File: config.mk
export PLATFORM = sky130hd
export DESIGN_NAME = memory_access_sequencer
export DESIGN_NICKNAME = d
export VERILOG_FILES = /design/src/rtl/memory_access_sequencer.sv
export SDC_FILE = /design/constraint.sdc
export NUM_CORES = 1
export LEC_CHECK = 0
export ABC_AREA = 1
export CAP_MARGIN = 20
export CORE_MARGIN = 3
export CORE_UTILIZATION = 41
export DETAILED_ROUTE_END_ITERATION = 8
export PLACE_DENSITY = 0.8
export SKIP_LAST_GASP = 1
export SLEW_MARGIN = 25
export SYNTH_ARGS = -nofsm -noshare
export SYNTH_HDL_FRONTEND = slang
export SYNTH_SLANG_ARGS = --single-unit
File: constraint.sdc
create_clock -name clock -period 2.1 [get_ports clock]
set_clock_uncertainty 0.1 [all_clocks]
set_input_delay 0.525 -clock clock [delete_from_list [all_inputs] [get_ports clock]]
set_output_delay 0.525 -clock clock [all_outputs]
set_load 0.05 [all_outputs]
File: src/rtl/memory_access_sequencer.sv
// rtl/memory_access_sequencer.sv - protected load/store sequencer in front of the synchronous data RAM
// Optional feature: define CODE_WRITE_PROTECT_EN to make every store into the code area fault.

module memory_access_sequencer #(
    parameter int unsigned ADDR_WIDTH            = 14,
    parameter int unsigned DATA_WIDTH            = 32,
    parameter int unsigned CODE_AREA_SIZE        = 4096,
    parameter int unsigned PRIVILEGED_STACK_SIZE = 2048,
    parameter int unsigned READ_LATENCY          = 2
) (
    input  logic                  clock,
    input  logic                  reset,
    input  logic                  req_valid,
    output logic                  req_ready,
    input  logic                  req_write,
    input  logic [ADDR_WIDTH-1:0] req_address,
    input  logic [DATA_WIDTH-1:0] req_wdata,
    input  logic                  privilege_mode_flag,
    output logic [ADDR_WIDTH-1:0] mem_address,
    output logic                  mem_write_enable,
    output logic [DATA_WIDTH-1:0] mem_wdata,
    input  logic [DATA_WIDTH-1:0] mem_rdata,
    output logic                  resp_valid,
    output logic [DATA_WIDTH-1:0] resp_rdata,
    output logic                  fault,
    output logic                  busy
);

    localparam int unsigned CNT_W = $clog2(READ_LATENCY) + 1;

    // Region bounds widened to 32 bits so the top RAM word never aliases into a range end.
    localparam logic [31:0] STACK_LO = 32'(CODE_AREA_SIZE);
    localparam logic [31:0] STACK_HI = 32'(CODE_AREA_SIZE + PRIVILEGED_STACK_SIZE);

    typedef enum logic [2:0] {
        IDLE,
        ACCESS,
        WAIT,
        CAPTURE,
        RESP
    } state_t;

    state_t            state;
    state_t            state_next;
    logic              write_q;
    logic              fault_q;
    logic [CNT_W-1:0]  wait_cnt;
    logic [31:0]       addr_ext;
    logic              stack_hit;
    logic              req_fault;
    logic              accept;

    assign addr_ext  = 32'(req_address);
    assign stack_hit = (addr_ext >= STACK_LO) && (addr_ext < STACK_HI);

`ifdef CODE_WRITE_PROTECT_EN
    logic code_hit;
    assign code_hit  = addr_ext < STACK_LO;
    assign req_fault = (!privilege_mode_flag && stack_hit) || (req_write && code_hit);
`else
    assign req_fault = !privilege_mode_flag && stack_hit;
`endif

    assign accept = req_valid && req_ready;

    always_ff @(posedge clock) begin
        if (reset) begin
            state <= IDLE;
        end else begin
            state <= state_next;
        end
    end

    always_comb begin
        state_next       = state;
        req_ready        = 1'b0;
        busy             = 1'b1;
        resp_valid       = 1'b0;
        mem_write_enable = 1'b0;
        fault            = 1'b0;
        case (state)
            IDLE: begin
                req_ready = !reset;
                busy      = 1'b0;
                if (req_valid) begin
                    state_next = req_fault ? RESP : ACCESS;
                end
            end
            ACCESS: begin
                mem_write_enable = write_q;
                if (write_q) begin
                    state_next = RESP;
                end else if (READ_LATENCY > 1) begin
                    state_next = WAIT;
                end else begin
                    state_next = CAPTURE;
                end
            end
            WAIT: begin
                if (wait_cnt == CNT_W'(1)) begin
                    state_next = CAPTURE;
                end
            end
            CAPTURE: begin
                state_next = RESP;
            end
            RESP: begin
                resp_valid = 1'b1;
                fault      = fault_q;
                state_next = IDLE;
            end
            default: begin
                state_next = IDLE;
            end
        endcase
    end

    // A faulting request leaves the RAM-facing registers untouched so its address never appears.
    always_ff @(posedge clock) begin
        if (reset) begin
            write_q     <= 1'b0;
            fault_q     <= 1'b0;
            wait_cnt    <= '0;
            mem_address <= '0;
            mem_wdata   <= '0;
            resp_rdata  <= '0;
        end else begin
            if (accept) begin
                write_q    <= req_write;
                fault_q    <= req_fault;
                resp_rdata <= '0;
                if (!req_fault) begin
                    mem_address <= req_address;
                    if (req_write) begin
                        mem_wdata <= req_wdata;
                    end
                end
            end
            if (state == ACCESS && !write_q) begin
                wait_cnt <= CNT_W'(READ_LATENCY - 1);
            end else if (state == WAIT && wait_cnt > CNT_W'(1)) begin
                wait_cnt <= wait_cnt - CNT_W'(1);
            end
            if (state == CAPTURE) begin
                resp_rdata <= mem_rdata;
            end
        end
    end

endmodule

==> Word-level counts from Yosys, hierarchy flattened <==
Index checks and enable logic that the tools add are counted.
{ "word_totals": {"ff_bits": 85, "word_cells": 49} }
{ "classes": {"add_sub_neg": 1, "magnitude_cmp": 3, "reduce_logical": 15, "mux": 14, "bitwise_logic": 1, "n_eq_ne": 7} }
{ "op_table": {"columns": ["cell", "count"], "rows": [
  ["$mux W32", 2],
  ["$ge A14 B13 Y1 const B", 1],
  ["$lt A14 B13 Y1 const B", 1],
  ["$mux W3", 4],
  ["$pmux W3 S4", 1],
  ["$mux W1", 7],
  ["$eq A3 B2 Y1 const B", 2],
  ["$logic_and A1 B1 Y1", 5],
  ["$ne A2 B2 Y1 const B", 2],
  ["$reduce_and A2 Y1", 2],
  ["$reduce_bool A2 Y1", 2],
  ["$eq A3 B1 Y1 const B", 1],
  ["$eq A3 B3 Y1 const B", 1],
  ["$logic_not A1 Y1", 3],
  ["$logic_not A3 Y1", 1],
  ["$reduce_and A3 Y1", 1],
  ["$eq A2 B1 Y1 const B", 1],
  ["$gt A2 B1 Y1 const B", 1],
  ["$reduce_or A2 Y1", 1],
  ["$sub A2 B1 Y2 const B", 1],
  ["$not A1 Y1", 1]
]} }

==> Depth between registers and ports, before layout <==
{ "logic_depth": {"depth_word": 6, "depth_mapped": 9} }

==> Worst setup path before layout <==
No wires, ideal clock.
{ "synth_path": {"kind": "reg-to-output", "from": "reg state[0]", "to": "out fault", "path_slack_ns": -0.518, "required_time_ns": 1.475, "arrival_time_ns": 1.993, "stages_incl_launch_ff": 3, "path_cell_list": "dfxtp_1 -> buf_2 -> nor4_1"} }
{ "synth_via": {"elab_chain_len": 2} }
{ "synth_lines": {"columns": ["item", "line", "source"], "rows": [
  ["from (decl)", "43", "state_t state;"],
  ["from (signal assigned)", "70", "state <= state_next;"],
  ["$eq A3 B3 Y1", "81", "case (state)"],
  ["$mux W1", "81", null],
  ["to (decl)", "25", "output logic fault,"]
]} }
No other way between the ends.

==> Final worst setup path <==
{ "layout_path": {"from": "reg state[2]", "to": "out fault"} }
The elaborated chain is that of the path after synthesis.

==> results <==
==> cell families after synthesis <==
kind of cell             synth area share, %
AO/OA/AOI/OAI                          5.937
adder cells (fa/ha/maj)               0.3554
buffers and inverters                  11.38
flip-flops                             48.35
AND/OR/NAND/NOR                        33.99
==> area by class of cell <==
type,instances,area share [%]
flip-flops and latches,85,31.35
clock inverters,5,1.106
inverters,60,4.216
clock buffers,11,2.603
well taps,105,2.419
repair buffers,182,31.63
multi-input cells,321,26.68
==> layout by cell type, fill, tap and decap left out, types with 2 or more instances in the layout <==
master	n
nor2_1	101
clkinv_4	2
dfxtp_1	84
clkinvlp_4	2
buf_4	66
nand4_1	2
o21ai_0	4
nor2_2	2
buf_12	9
dlygate4sd2_1	25
nand2_1	97
clkbuf_8	10
inv_2	3
nor2_4	2
a21oi_1	34
clkdlybuf4s50_1	81
inv_1	56
nand3_1	70
==> power by group <==
group          switching, uW  leakage [uW]  internal (uW)
combinational           1330       0.00173            744
clock                    587     0.0000995            585
sequential               142      0.000691           1810
==> worst max-delay path: stages, from the launching register on <==
cell and delay, ns:
dfxtp_1 0.36, clkinvlp_4 0.21, nor4_4 0.24, buf_12 0.18
==> Yosys cell counts <==
cell type,count
a21oi_1,35
inv_1,58
o21bai_1,1
nand4_1,2
clkbuf_1,13
nand2_1,97
dfxtp_1,85
buf_4,4
buf_2,5
nor3_1,1
nand4_4,1
a31oi_1,1
buf_6,5
nor2_4,2
ha_1,1
nand3_1,71
nor2_1,102
buf_1,4
o21ai_0,4
nor2_2,1
inv_2,2
nor2_8,1
nor4_1,1
==> layer usage <==
metal  vias up  track usage [%]  routed length, um
met5         -                0                  0
met4         0            8.403                219
met3        19            7.502                811
met2       119            32.40               4602
met1      1600            22.38               3951
li1       1861                -                  -
==> through the flow <==
| step | power (uW) | instance area [um2] | util [%] | setup slack (ns) | setup TNS, ns |
|---|---|---|---|---|---|
| after floorplan | 3325 | 3531 | - | 0.05518 | 0 |
| after global placement | 4048 | 5207 | 63.06 | -0.1659 | -5.387 |
| after detailed placement | 4088 | 5207 | 63.06 | -0.2344 | -5.891 |
| after CTS | 5234 | 5381 | 65.17 | 0.009630 | 0 |
| after global routing | 5499 | 5431 | 65.77 | 0.02592 | 0 |
| final | 5202 | 5431 | 65.77 | 0.1438 | 0 |
==> flip-flops by register name, indices dropped and copies added, names as in the netlist <==
register     cells
mem_address     14
state            3
write_q          1
mem_wdata       32
wait_cnt         2
resp_rdata      32
fault_q          1
==> path summary, 6_finish.rpt <==
| path | from | endpoint | slack, ns | depth (start not counted) |
|---|---|---|---|---|
| worst min-delay path | resp_rdata[25] | resp_rdata[25] | 0.38 | 2 |
| worst max-delay path | state[2] | fault | 0.14 | 3 |
| worst max register to register | state[2] | mem_wdata[30] | 0.31 | 6 |
| worst min register to register | resp_rdata[25] | resp_rdata[25] | 0.38 | 2 |
==> timing repair <==
item,CTS,global route
gates resized for setup,27,5
setup endpoints to repair,27,3
buffers inserted,0,4
==> metrics.md <==
| Metric | Value |
|---|---|
| Max-slew headroom | `between 50% and 60%` |
| Max_cap viols | `0` |
| Crit. End Element | `output port` |
| Worst path required time | `1.47 ns` |
| Post-synth top area share | `between 40% and 50%` |
| Overall track demand over capacity in global routing | `19.50%` |
| H-tree Lvls | `3` |
| Clock transition at the registers of the reported paths | `approximately 0.090 ns` |
| Inserted Diodes | `0` |
| Max clock buf depth | `2` |
| ANT nets after route | `0` |
| Largest fanout on the critical path | `9` |
| Routed vias | `3599` |
| GP Congestion | `about 0.8` |
| Die height | `approximately 99 um` |
| Largest net degree at the start of global routing | `35` |
| Clock root cell | `clkbuf_8` |
| Initial core utilization | `42.62%` |
| FF+latch count, synth | `85` |
| LEAKAGE | `about 0.0025 uW` |
| Worst-Skew Late Latency | `~0.35 ns` |
| Tcrit/Tclk final | `between 90 and 100%` |
| Min Hold Slack | `~0.38 ns` |
| Mapped Area | `roughly 3500 um2` |
| Area grow syn2layout | `54.32%` |
| Worst Hold Class | `flip-flop to flip-flop` |
| Avg WL per Cell | `around 12 um` |
| PortBufs | `roughly 170` |
| Maximum VDD drop | `a little under 0.5 mV` |
| Syn_nets | `581` |
| Placed cells | `around 750` |
| Die footprint | `just under 10000 um2` |
| Initial DRC count | `122` |
| First-pass iteration count of the detailed router | `5` |
| WS Path Type | `flip-flop to output port` |
| Top cells by area, synth | `dfxtp_1, nor2_1, nand2_1, nand3_1, inv_1` |
| Ratio of cells with drive above 1 in the final layout | `around 16%` |
| Syn. warnings | `0` |
| Core region area | `8258 um2` |
| Pwr/cell area | `between 900 and 1000 nW/um2` |
| Slew Viols, Final | `0` |
| Fmax | `just over 0.5 GHz` |
| Hold_buf cts | `0` |
| Tmin final | `1.956 ns` |
| Yosys top cell by area | `dfxtp_1` |
| Unrepaired setup endpoints after global routing | `no` |
| Area of the multi-input gates | `approximately 1400 um2` |
| Synth unique cells | `23` |
| Ports | `roughly 170` |
| DRC Markers | `0` |
| Post-DP HPWL | `between 6000 and 7000 um` |
| Antenna violations before repair | `0` |
| Sequential-to-total area share from yosys stat | `48.35%` |
| Nets | `743` |
| Clock tree from TritonCTS | `built` |
| Row cnt | `33` |
| Crit start category | `flip-flop` |
| Die X | `around 99 um` |
| Register area | `~1700 um2` |
| Endpoints failing setup | `0` |
| Number of vias per cell | `roughly 4.7` |
| First-pass GRT wire length | `15730 um` |
| Syn Inst Count | `~500` |
| Syn_area_per_cell | `7.082 um2` |
| Slew @ Worst Pin | `0.7291 ns` |
| Critical Path AT | `between 1 and 1.5 ns` |
| TritonCTS Buffers | `9` |
| Finished Layout Cells | `a little under 800` |
| Final hold viol count | `0` |
| Vias in the first global route | `3430` |
| Fillers | `about 730` |
| Drt total wl | `roughly 9600 um` |
| Clock net sink count | `between 80 and 90` |
| Status | `complete, no violations` |
| Congestion Overflow GR | `0` |
Note: power is estimated with default switching activity, not from simulation.
